## src/rtl/sdes_round_engine_if.sv

```systemverilog
// rtl/sdes_round_engine_if.sv - block request / result handshake bundle for sdes_round_engine
interface sdes_round_engine_if;
  logic        in_valid;
  logic        in_ready;
  logic [7:0]  in_data;
  logic [11:0] in_key;
  logic        in_decrypt;
  logic        out_valid;
  logic        out_ready;
  logic [7:0]  out_data;

  modport master (
    output in_valid, in_data, in_key, in_decrypt, out_ready,
    input  in_ready, out_valid, out_data
  );

  modport slave (
    input  in_valid, in_data, in_key, in_decrypt, out_ready,
    output in_ready, out_valid, out_data
  );
endinterface

```

## src/rtl/sdes_round_engine.sv

```systemverilog
// rtl/sdes_round_engine.sv - iterative S-DES Feistel engine, one round per clock
// Optional SDES_UNROLL2_EN: two chained rounds per RUN cycle, bit-identical results.
module sdes_round_engine #(
  parameter int ROUNDS = 4
) (
  input  logic                 clk,
  input  logic                 rst_n,
  sdes_round_engine_if.slave   s_bus
);

  localparam logic [4:0]  LP_LAST   = 5'(ROUNDS - 1);
  localparam logic [63:0] LP_S1_R0  = 64'hE4D12FB83A6C5907;
  localparam logic [63:0] LP_S1_R1  = 64'h0F74E2D1A6CB9538;
  localparam logic [63:0] LP_S1_R2  = 64'h41E8D62BFC973A50;
  localparam logic [63:0] LP_S1_R3  = 64'hFC8249175B3EA06D;

  typedef enum logic [1:0] {
    IDLE = 2'd0,
    RUN  = 2'd1,
    DONE = 2'd2
  } state_t;

  state_t      r_state;
  state_t      w_next;
  logic [3:0]  r_l;
  logic [3:0]  r_r;
  logic [11:0] r_key;
  logic        r_dec;
  logic [4:0]  r_rc;

  logic [4:0]  w_i0;
  logic [3:0]  w_r1;
  logic        w_last;

  // Column 0 sits in the most significant nibble of each row word, so shift by (15-col)*4.
  function automatic logic [3:0] sbox1(input logic [1:0] row, input logic [3:0] col);
    logic [63:0] w_row;
    logic [5:0]  w_sh;
    case (row)
      2'd0:    w_row = LP_S1_R0;
      2'd1:    w_row = LP_S1_R1;
      2'd2:    w_row = LP_S1_R2;
      default: w_row = LP_S1_R3;
    endcase
    w_sh = {~col, 2'b00};
    return 4'(w_row >> w_sh);
  endfunction

  function automatic logic [5:0] round_key(input logic [11:0] key, input logic [4:0] idx);
    logic [4:0]  w_amt;
    logic [23:0] w_dbl;
    w_amt = (idx >= 5'd12) ? idx - 5'd12 : idx;
    w_dbl = {key, key} << w_amt;
    return w_dbl[17:12];
  endfunction

  function automatic logic [3:0] f_round(input logic [3:0] r, input logic [5:0] k);
    logic [5:0] w_x;
    logic [3:0] w_s;
    w_x = {r[3], r[2], r[2], r[1], r[1], r[0]} ^ k;
    w_s = sbox1({w_x[5], w_x[0]}, w_x[4:1]);
    return {w_s[2], w_s[1], w_s[3], w_s[0]};
  endfunction

  always_comb begin
    w_i0 = r_dec ? (LP_LAST - r_rc) : r_rc;
    w_r1 = r_l ^ f_round(r_r, round_key(r_key, w_i0));
  end

`ifdef SDES_UNROLL2_EN
  logic [4:0] w_i1;
  logic [3:0] w_r2;
  logic       w_two;

  // Second round of the pair runs only while rc+1 is still a real round.
  always_comb begin
    w_i1   = r_dec ? (LP_LAST - r_rc - 5'd1) : (r_rc + 5'd1);
    w_r2   = r_r ^ f_round(w_r1, round_key(r_key, w_i1));
    w_two  = (r_rc != LP_LAST);
    w_last = ({1'b0, r_rc} + 6'd2) >= 6'(ROUNDS);
  end
`else
  always_comb begin
    w_last = (r_rc == LP_LAST);
  end
`endif

  always_ff @(posedge clk or negedge rst_n) begin
    if (!rst_n) begin
      r_state <= IDLE;
    end else begin
      r_state <= w_next;
    end
  end

  always_comb begin
    w_next = r_state;
    case (r_state)
      IDLE:    if (s_bus.in_valid) w_next = RUN;
      RUN:     if (w_last) w_next = DONE;
      DONE:    if (s_bus.out_ready) w_next = IDLE;
      default: w_next = IDLE;
    endcase
  end

  always_comb begin
    s_bus.in_ready  = (r_state == IDLE);
    s_bus.out_valid = (r_state == DONE);
    s_bus.out_data  = {r_r, r_l};
  end

  always_ff @(posedge clk or negedge rst_n) begin
    if (!rst_n) begin
      r_l   <= 4'h0;
      r_r   <= 4'h0;
      r_key <= 12'h000;
      r_dec <= 1'b0;
      r_rc  <= 5'd0;
    end else begin
      case (r_state)
        IDLE: begin
          if (s_bus.in_valid) begin
            r_l   <= s_bus.in_data[7:4];
            r_r   <= s_bus.in_data[3:0];
            r_key <= s_bus.in_key;
            r_dec <= s_bus.in_decrypt;
            r_rc  <= 5'd0;
          end
        end
        RUN: begin
`ifdef SDES_UNROLL2_EN
          if (w_two) begin
            r_l  <= w_r1;
            r_r  <= w_r2;
            r_rc <= r_rc + 5'd2;
          end else begin
            r_l  <= r_r;
            r_r  <= w_r1;
            r_rc <= r_rc + 5'd1;
          end
`else
          r_l  <= r_r;
          r_r  <= w_r1;
          r_rc <= r_rc + 5'd1;
`endif
        end
        default: begin
        end
      endcase
    end
  end

endmodule

```

## src/flat_wrapper.sv

```systemverilog
// flat-port wrapper written by rule: the top's interface ports become plain ports
module sdes_round_engine_flat 
#(
  parameter int ROUNDS = 4
)
  (clk, rst_n, s_bus_in_valid, s_bus_in_data, s_bus_in_key, s_bus_in_decrypt, s_bus_out_ready, s_bus_in_ready, s_bus_out_valid, s_bus_out_data);
  sdes_round_engine_if s_bus_i ();
  input  logic clk;
  input  logic rst_n;
  input wire logic [$bits(s_bus_i.in_valid)-1:0] s_bus_in_valid;
  input wire logic [$bits(s_bus_i.in_data)-1:0] s_bus_in_data;
  input wire logic [$bits(s_bus_i.in_key)-1:0] s_bus_in_key;
  input wire logic [$bits(s_bus_i.in_decrypt)-1:0] s_bus_in_decrypt;
  input wire logic [$bits(s_bus_i.out_ready)-1:0] s_bus_out_ready;
  output wire logic [$bits(s_bus_i.in_ready)-1:0] s_bus_in_ready;
  output wire logic [$bits(s_bus_i.out_valid)-1:0] s_bus_out_valid;
  output wire logic [$bits(s_bus_i.out_data)-1:0] s_bus_out_data;
  assign s_bus_i.in_valid = s_bus_in_valid;
  assign s_bus_i.in_data = s_bus_in_data;
  assign s_bus_i.in_key = s_bus_in_key;
  assign s_bus_i.in_decrypt = s_bus_in_decrypt;
  assign s_bus_i.out_ready = s_bus_out_ready;
  assign s_bus_in_ready = s_bus_i.in_ready;
  assign s_bus_out_valid = s_bus_i.out_valid;
  assign s_bus_out_data = s_bus_i.out_data;
  sdes_round_engine #(.ROUNDS(ROUNDS)) u_core (.clk(clk), .rst_n(rst_n), .s_bus(s_bus_i));
endmodule
```

## config.mk

```make
export PLATFORM = sky130hd
export DESIGN_NAME = sdes_round_engine_flat
export DESIGN_NICKNAME = d
export VERILOG_FILES = /design/src/rtl/sdes_round_engine_if.sv /design/src/rtl/sdes_round_engine.sv /design/src/flat_wrapper.sv
export SDC_FILE = /design/constraint.sdc
export NUM_CORES = 1
export LEC_CHECK = 0
export BUFFER_PORTS_ARGS = -buffer_cell sky130_fd_sc_hd__clkbuf_2
export CORE_MARGIN = 3
export CORE_UTILIZATION = 40
export CTS_CLUSTER_SIZE = 28
export DETAILED_ROUTE_END_ITERATION = 10
export PLACE_DENSITY = 0.68
export RECOVER_POWER = 50
export SYNTH_ARGS = -nofsm -noshare
export SYNTH_HDL_FRONTEND = slang
export SYNTH_SLANG_ARGS = --single-unit
export TNS_END_PERCENT = 30
```

## constraint.sdc

```tcl
create_clock -name clk -period 5.1 [get_ports clk]
set_input_delay 1.02 -clock clk [delete_from_list [all_inputs] [get_ports clk]]
set_output_delay 1.02 -clock clk [all_outputs]
set_load 0.01 [all_outputs]
```

# [Yosys cells after proc, flatten, opt, wreduce, memory -nomap -nowiden]
# Cells that the tools add are included.
[classes] n_mux=13 magnitude_cmp=1 n_reduce_logical=6 eq_ne=8 n_shift=2 n_addsub=3 bitwise_logic=3
[op_table] cell="64-bit one-hot mux with 3 select lines" n=1
[op_table] cell="64-bit by 6-bit >> shifter with 4-bit output" n=1
[op_table] cell="24-bit by 5-bit left shift with 18-bit output" n=1
[op_table] cell="4-bit one-hot mux with 2 select lines" n=2
[op_table] cell="5-bit 2-to-1 mux" n=3
[op_table] cell="5-bit one-hot mux with 2 select lines" n=1
[op_table] cell="4-bit 2-to-1 mux" n=2
[op_table] cell="2-bit 2-to-1 mux" n=3
[op_table] cell="2-bit one-hot mux with 3 select lines" n=1
[op_table] cell="6-bit XOR" n=1
[op_table] cell="5-bit by 1-bit adder with 5-bit output, second input constant" n=1
[op_table] cell="5-bit by 2-bit == test with 1-bit output, second input constant" n=1
[op_table] cell="5-bit by 4-bit greater-or-equal comparator with 1-bit output, second input constant" n=1
[op_table] cell="2-bit by 5-bit subtractor with 5-bit output, first input constant" n=1
[op_table] cell="5-bit by 4-bit subtractor with 5-bit output, second input constant" n=1
[op_table] cell="2-bit by 1-bit == test with 1-bit output, second input constant" n=2
[op_table] cell="2-bit == test, second input constant" n=2
[op_table] cell="2-bit logical NOT" n=2
[op_table] cell="2-bit != test, second input constant" n=2
[op_table] cell="4-bit NOT" n=1
[op_table] cell="2-bit AND reduction" n=2
[op_table] cell="4-bit XOR" n=1
[op_table] cell="3-bit AND reduction" n=1
[op_table] cell="2-bit by 1-bit != test with 1-bit output, second input constant" n=1
[op_table] cell="2-bit nonzero test" n=1
[word_totals] output_inout_bits=10 inputBits=25 ff_bits=28

# [Depth between registers and ports, before layout]
# Gate-level depths: netlist of the first run.
[logic_depth] depth_word=11 depth_mapped=24 mapped_depth_nobuf=22

# [Least setup slack after synthesis of the first run]
# No wires, ideal clock.
[synth_timing] path_kind="register to register" start="register u_core.r_rc[2]" end="register u_core.r_r[3]" path_slack_ns=0.011 synth_period_minus_slack_ns=5.089 setup_ns=0.126 arrival_time_ns=4.963 path_stages_with_launch=23 path_cell_list="dfrtp_1 -> buf_2 -> inv_1 -> ha_1 -> mux2i_1 -> inv_2 -> ha_1 -> and4_1 -> a32oi_1 -> a31oi_1 -> nor2_2 -> nand2_1 -> nor3b_1 -> or2_1 -> buf_2 -> clkinv_1 -> ha_1 -> mux2_2 -> a2111oi_0 -> nor2_1 -> nand4_1 -> xnor2_1 -> a221o_1"
[synth_between] elab_chain_len=11 word_cells_on_any_way=15 classes_between="2 x add/sub; 1 x order compare; 2 x eq/ne; 2 x shift; 4 x mux; 3 x bitwise; 1 x reduce/logical"
[synth_rtl] item="start, declared" line_no="sdes_round_engine.sv:29" rtl="logic [4:0] r_rc;"
[synth_rtl] item="start signal, assigned" line_no="sdes_round_engine.sv:144" rtl="r_rc <= r_rc + 5'd1;"
[synth_rtl] item="2-bit by 5-bit subtractor with 5-bit output" line_no="sdes_round_engine.sv:66" rtl="w_i0 = r_dec ? (LP_LAST - r_rc) : r_rc;"
[synth_rtl] item="5-bit 2-to-1 mux *" line_no="sdes_round_engine.sv:66"
[synth_rtl] item="5-bit by 4-bit subtractor with 5-bit output / 5-bit by 4-bit greater-or-equal comparator with 1-bit output (equally long branches)" line_no="sdes_round_engine.sv:52" rtl="w_amt = (idx >= 5'd12) ? idx - 5'd12 : idx;"
[synth_rtl] item="5-bit 2-to-1 mux *" line_no="sdes_round_engine.sv:52"
[synth_rtl] item="24-bit by 5-bit left shift with 18-bit output *" line_no="sdes_round_engine.sv:53" rtl="w_dbl = {key, key} << w_amt;"
[synth_rtl] item="6-bit XOR *" line_no="sdes_round_engine.sv:60" rtl="w_x = {r[3], r[2], r[2], r[1], r[1], r[0]} ^ k;"
[synth_rtl] item="2-bit == test, or another cell as far along" line_no="sdes_round_engine.sv:39" rtl="case (row)"
[synth_rtl] item="64-bit one-hot mux with 3 select lines" line_no="sdes_round_engine.sv:39"
[synth_rtl] item="64-bit by 6-bit >> shifter with 4-bit output *" line_no="sdes_round_engine.sv:46" rtl="return 4'(w_row >> w_sh);"
[synth_rtl] item="4-bit XOR *" line_no="sdes_round_engine.sv:67" rtl="w_r1 = r_l ^ f_round(r_r, round_key(r_key, w_i0));"
[synth_rtl] item="4-bit one-hot mux with 2 select lines *" line_no="sdes_round_engine.sv:120" rtl="case (r_state)"
[synth_rtl] item="end signal, assigned" line_no="sdes_round_engine.sv:124" rtl="r_r <= s_bus.in_data[3:0];"
[synth_rtl] item="end signal, assigned" line_no="sdes_round_engine.sv:143" rtl="r_r <= w_r1;"
[synth_rtl] item="end, declared" line_no="sdes_round_engine.sv:26" rtl="logic [3:0] r_r;"
# Mark *: on every way between the ends. The rest lies on a longest branch, timed or not.
# A chain may end at the register's enable or synchronous reset.

# [Final worst setup path of the first run]
[layout_timing] start="register u_core.r_rc[3]" end="register u_core.r_r[3]"
# The elaborated chain is that of the path after synthesis.

==> results of run 1 <==
[state kept, by name (all words and copies together), names as in the netlist]
register and cells:
u_core.r_key 12, u_core.r_rc 5, u_core.r_dec 1, u_core.r_l 4
u_core.r_state 2, u_core.r_r 4
[logic make-up (layout without fill, tap and decap cells)]
kind of cell | Yosys count | count (layout) | share of synthesized area
AO/OA/AOI/OAI | 131 | 131 | 0.307
XOR/XNOR | 10 | 10 | 0.0339
adder cells (fa/ha/maj) | 11 | 11 | 0.0410
buffers and inverters | 40 | 70 | 0.0574
flip-flops | 28 | 28 | 0.209
multiplexers | 32 | 32 | 0.108
AND/OR/NAND/NOR | 166 | 166 | 0.243
[through the flow]
step	setup WS, ns	TNS, ns	instances	utilization	hold slack [ns]
floorplan	0.0111	0	418	-	0.467
global placement	0.172	0	542	0.456	0.489
detailed placement	-0.0319	-0.0319	542	0.456	0.504
CTS	0.0802	0	547	0.466	0.529
global route	-0.00401	-0.00401	550	0.478	0.553
finish	0.162	0	550	0.478	0.526
[placed cells by master (no fill, tap or decap), types with 10 or more instances in the layout]
cell,n
nand2_1,64
clkbuf_2,32
dfrtp_1,28
nor2_1,26
mux2i_1,24
o21ai_0,23
nand3_1,20
buf_4,15
inv_1,13
nor3_1,10
a21oi_1,10
[worst register-to-register path: cells and delay by family, from the launching register on]
kind / cells / cell delay (ns)
AO/OA/AOI/OAI: 8 / 2.15
AND/OR/NAND/NOR: 4 / 0.78
adder cells (fa/ha/maj): 3 / 0.72
flip-flops: 1 / 0.41
buffers and inverters: 3 / 0.38
multiplexers: 1 / 0.22
XOR/XNOR: 1 / 0.18
[cell usage after synthesis, types with 7 or more instances]
library cell	n	area [um^2]
a211oi_1	8	60.1
a21o_1	8	60.1
a21oi_1	10	50.1
a22oi_1	8	60.1
a31oi_1	7	43.8
buf_2	7	35.0
clkbuf_1	9	33.8
dfrtp_1	28	701
ha_1	11	138
inv_1	13	48.8
mux2i_1	24	240
nand2_1	64	240
nand3_1	21	105
nor2_1	27	101
nor3_1	10	50.1
o21ai_0	26	130
xnor2_1	7	61.3
[timing repair]
item / 4_1_cts / 5_1_grt
cloned: 0 / 0
pin swaps: 1 / 3
setup buffers: 1 / 3
gates resized for setup: 1 / 19
endpoints found under the setup margin: 1 / 4
[metal layers]
| metal | track usage | part of all wire |
|---|---|---|
| met5 | 0 | 0 |
| met1 | 0.268 | 0.43 |
| met3 | 0.0136 | 0.058 |
| met2 | 0.319 | 0.49 |
| met4 | 0.0639 | 0.024 |
[area by class of cell]
type / instances / area (um^2)
Fill cell: 786 / 4140
Multi-Input combinational cell: 350 / 2550
Sequential cell: 28 / 701
Timing Repair Buffer: 50 / 284
Tap cell: 102 / 128
Inverter: 16 / 60.1
Clock buffer: 3 / 41.3
Clock inverter: 1 / 30.0
[final timing paths]
| kind | startpoint | to | slack (ns) | depth (start not counted) |
|---|---|---|---|---|
| max | u_core.r_rc[3]$_DFFE_PN0P_ | u_core.r_r[3]$_DFFE_PN0P_ | 0.16 | 20 |
| min | u_core.r_key[5]$_DFFE_PN0P_ | u_core.r_key[5]$_DFFE_PN0P_ | 0.53 | 2 |
| max reg2reg | u_core.r_rc[3]$_DFFE_PN0P_ | u_core.r_r[3]$_DFFE_PN0P_ | 0.16 | 20 |
| min reg2reg | u_core.r_key[5]$_DFFE_PN0P_ | u_core.r_key[5]$_DFFE_PN0P_ | 0.53 | 2 |
| max in group asynchronous | rst_n | u_core.r_r[1]$_DFFE_PN0P_ | 3.13 | 1 |
| min in group asynchronous | rst_n | u_core.r_key[2]$_DFFE_PN0P_ | 1.09 | 1 |
==> summary.md, run 1 <==
| Metric | Value |
|---|---|
| Max Fclk | `203 MHz` |
| MaxCap Viol Count | `1` |
| Number of iterations in the first detailed-routing pass | `5` |
| Post-route cell area | `approximately 0.0038 mm^2` |
| Final Critical Period | `4.94 ns` |
| Final Hold Violating Endpoints | `0` |
| Setup crit start kind | `register` |
| Crit share post-route | `0.968` |
| CTS tree | `built` |
| Die Area | `0.00953 mm^2` |
| First-pass GRT wire length | `15800 um` |
| WL/cell | `17.6 um` |
| Syn Inst Count | `418` |
| CP arrival | `5.11 ns` |
| Port Buffers | `34` |
| Die width | `97.6 um` |
| Yosys reg bits | `28` |
| CP Buf/Inv Count | `3` |
| Antenna violations before repair | `0` |
| Fin. max-slew vios | `29` |
| Element type at the critical path end | `register` |
| Worst clock skew | `0.00173 ns` |
| Row cnt | `32` |
| Syn Nets | `454` |
| Slowest CP cell | `dfrtp_1` |
| Sequential area share after synthesis | `0.209` |
| EDFF count, synth | `0` |
| Cts hold-fix bufs | `0` |
| GPL Wtd Cong | `0.911` |
| Syn-to-layout area delta | `12.9%` |
| Worst min-delay path category | `register to register` |
| Crit path max-delay family | `compound AO/OA/AOI/OAI gates` |
| Root buf cell | `clkbuf_8` |
| GRT overflow | `0` |
| Failing checks | `capacitance limit, slew limit` |
| Via/cell ratio | `6.27` |
| Syn Area/Cell | `between 8 and 9 um^2` |
| Final layout net count | `485` |
| Number of H-tree levels | `1` |
| Drt drc | `0` |
| Post-Place Cell Area | `0.00361 mm^2` |
| Clock transition at path regs | `0.10 ns` |
| Total CTS buffers | `3` |
| Number of I/O pins | `35` |
| Kind of critical path | `register to register` |
| CP peak stage delay | `0.41 ns` |
| Fraction of registers with async set/reset | `1.00` |
| Slew Limit Headroom | `-0.0128` |
| Clock Tree Buf Depth | `2` |
| Initial Utilization | `0.424` |
| CP max FO | `9` |
| Largest net degree at the start of global routing | `29` |
| Critical-path cell list | `inv_1 > ha_1 > mux2i_1 > inv_2 > ha_2 > and4_1 > a32oi_4 > a21oi_1 > o21ai_0 > a2111o_1 > nand3_1 > or2_1 > buf_4 > ha_1 > o32a_1 > o311ai_0 > a211o_1 > nand4_1 > xnor2_1 > a221o_1` |
| Unique masters post-synth | `83` |
| Outcome | `finished, violations left` |
| Critical path data required time | `between 5 and 6 ns` |
| Routed vias | `roughly 3400` |
| Die height | `97.6 um` |
| DP HPWL | `7180 um` |
| Mapped cell area | `about 0.0034 mm^2` |
| Least-Margin Pin Slew | `1.52 ns` |
| Drt initial violations | `186` |
| Most frequent CP cell | `ha_1` |
| Layout cells sized above 1 | `0.225` |
| Vias in the first global route | `3180` |
| Clock latency on the worst-skew pair | `0.28 ns` |
| Routed WL | `around 9700 um` |
| Ys flop type | `dfrtp_1` |
| Core Area | `0.00793 mm^2` |
| Yosys warns | `0` |
| Global-route usage over all layers | `0.194` |
| Final antenna diode count | `0` |
| Routed Antenna Nets | `0` |
| Final setup fails | `0` |
| Sink Count | `28` |
Power of run 1 is not shown: default switching activity piles up to over one toggle a cycle in this logic, so the estimate is an artifact.
==> run 2: changes to the inputs <==
--- a/config.mk
+++ b/config.mk
@@ -8,10 +8,12 @@
 export BUFFER_PORTS_ARGS = -buffer_cell sky130_fd_sc_hd__clkbuf_2
 export CORE_MARGIN = 3
 export CORE_UTILIZATION = 40
+export CTS_BUF_LIST = sky130_fd_sc_hd__clkbuf_8
 export CTS_CLUSTER_SIZE = 28
 export DETAILED_ROUTE_END_ITERATION = 10
 export PLACE_DENSITY = 0.68
 export RECOVER_POWER = 50
+export SETUP_SLACK_MARGIN = 0.15
 export SYNTH_ARGS = -nofsm -noshare
 export SYNTH_HDL_FRONTEND = slang
 export SYNTH_SLANG_ARGS = --single-unit
==> run 2 against run 1 <==
Effect of this change:
- the run now ends clean
- critical path type unchanged
- first-iteration DRC count is 37% higher
- worst hold slack worse by 0.0071 ns
- sequential share of layout area shrank 0.32 points
==> summary.md, run 2 (synthesis results as in run 1) <==
| Metric | Value |
|---|---|
| Total CTS buffers | `3` |
| Root buf cell | `clkbuf_8` |
| RSZ-0062 raised after global routing | `yes` |
| Layout cells sized above 1 | `0.245` |
| Global-route usage over all layers | `0.196` |
| Cts hold-fix bufs | `0` |
| CTS tree | `built` |
| Crit path setup slack, layout | `0.360 ns` |
| GRT overflow | `0` |
| Top flop regs | `u_core.r_key (12), u_core.r_rc (5)` |
| Pre-CTS setup slack | `0.152 ns` |
| Worst min-delay path category | `register to register` |
| Clock Tree Buf Depth | `2` |
| Core Area | `0.00793 mm^2` |
| Vias in the first global route | `3189` |
| Routed vias | `between 3000 and 4000` |
| Max reg flops | `12` |
| Cell Count, Final, Fillers Out | `560` |
| Routed WL | `9570 um` |
| Setup crit start kind | `register` |
| Number of iterations in the first detailed-routing pass | `5` |
| Routed Antenna Nets | `0` |
| Syn-to-layout area delta | `14.9%` |
| WL/cell | `17.1 um` |
| Worst hold start | `u_core.r_key[6]$_DFFE_PN0P_` |
| Element type at the critical path end | `register` |
| Drt initial violations | `~250` |
| Outcome | `complete, no violations` |
| FF-to-FF Start | `u_core.r_rc[3]$_DFFE_PN0P_` |
| Number of I/O pins | `35` |
| Final setup TNS | `0 ns` |
| Largest net degree at the start of global routing | `29` |
| Port Buffers | `34` |
| Die width | `97.6 um` |
| CP arrival | `4.92 ns` |
| Post-route cell area | `0.00386 mm^2` |
| Row cnt | `32` |
| R2r setup slk | `between 0.3 and 0.4 ns` |
| Sink Count | `28` |
| Hold Path End | `u_core.r_key[6]$_DFFE_PN0P_` |
| Max Fclk | `about 210 MHz` |
| Die height | `97.6 um` |
| Layout fillers | `787` |
| Worst hold path cell count | `2` |
| Antenna violations before repair | `0` |
| Commonest non-fill, non-tap cell in the layout | `nand2_1` |
| Final Critical Period | `~4.7 ns` |
| Clock transition at path regs | `0.10 ns` |
| CP max FO | `7` |
| Critical path data required time | `around 5.3 ns` |
| Final setup fails | `0` |
| Drt drc | `0` |
| Post-Place Cell Area | `0.00369 mm^2` |
| Final layout net count | `495` |
| Worst-case reg-to-reg path depth | `20` |
| Commonest cells after routing, fill and taps aside | `63 x nand2_1, 33 x clkbuf_2, 28 x dfrtp_1` |
| GPL Wtd Cong | `0.966` |
| Final Hold Violating Endpoints | `0` |
| Least-Margin Pin Slew | `1.48 ns` |
| Final antenna diode count | `0` |
| Worst clock skew | `0.00966 ns` |
| R2r endpoint | `u_core.r_r[3]$_DFFE_PN0P_` |
| Via/cell ratio | `6.14` |
| Slew Limit Headroom | `0.0107` |
| First-pass GRT wire length | `15900 um` |
| Clock latency on the worst-skew pair | `0.28 ns` |
| Initial Utilization | `0.424` |
| Dpl cells | `548` |
| Crit share post-route | `0.929` |
| DP HPWL | `7300 um` |
| Number of H-tree levels | `1` |
| Kind of critical path | `register to register` |
| Reg with most FFs | `u_core.r_key` |
| Fin. max-slew vios | `0` |
| Die Area | `0.00953 mm^2` |
| MaxCap Viol Count | `0` |
## run 2: cell type report
type / instances / area, um^2 / area share
clock buffer: 3 / 41.3 / 0.0107
clock inverter: 1 / 30.0 / 0.00778
inverter: 16 / 61.3 / 0.0159
multi-input combinational: 350 / 2530 / 0.657
sequential: 28 / 701 / 0.182
tap: 102 / 128 / 0.0331
timing repair buffer: 60 / 364 / 0.0943
## run 2: stage by stage
stage	hold slack, ns	util
CTS	0.526	0.474
detailed placement	0.502	0.465
floorplan	0.467	-
finish	0.519	0.487
global route	0.569	0.487
global placement	0.492	0.465
## run 2: how the worst max path moves through the flow
stage,start,end,cells past startpoint
after floorplan,u_core.r_rc[2]$_DFFE_PN0P_,u_core.r_r[3]$_DFFE_PN0P_,20
after global placement,u_core.r_rc[3]$_DFFE_PN0P_,u_core.r_r[3]$_DFFE_PN0P_,20
after detailed placement,u_core.r_rc[3]$_DFFE_PN0P_,u_core.r_r[3]$_DFFE_PN0P_,21
after CTS,u_core.r_rc[3]$_DFFE_PN0P_,u_core.r_r[3]$_DFFE_PN0P_,20
after global routing,u_core.r_rc[3]$_DFFE_PN0P_,u_core.r_r[0]$_DFFE_PN0P_,21
final,u_core.r_rc[3]$_DFFE_PN0P_,u_core.r_r[3]$_DFFE_PN0P_,20
## run 2: worst max-delay path, cell delays in order, from the launching register on
cell,delay [ns]
dfrtp_1,0.45
inv_1,0.07
ha_1,0.31
mux2i_4,0.16
inv_2,0.05
ha_1,0.18
and4_1,0.22
a32o_2,0.32
nor3_4,0.30
o21ai_0,0.17
a21o_1,0.18
a31oi_1,0.20
nand2_2,0.15
buf_4,0.18
ha_1,0.30
o32a_1,0.39
o311ai_2,0.23
a211o_1,0.14
nand4_1,0.14
xnor2_1,0.17
a221o_1,0.31
## run 2: timing repair
action / CTS / global route
setup buffers: 0 / 8
gates resized for setup: 1 / 13
endpoints found under the setup margin: 2 / 4
hold endpoints to repair: 0 / 0
pin swaps: 0 / 3
## run 2: layer usage
| metal | track usage | vias to the layer above | part of all wire |
|---|---|---|---|
| met5 | 0 | - | 0 |
| met4 | 0.0639 | 0 | 0.028 |
| met3 | 0.0129 | 20 | 0.040 |
| met2 | 0.328 | 117 | 0.48 |
| met1 | 0.268 | 1635 | 0.46 |
| li1 | - | 1667 | - |
Power of run 2 is left out for the same reason.
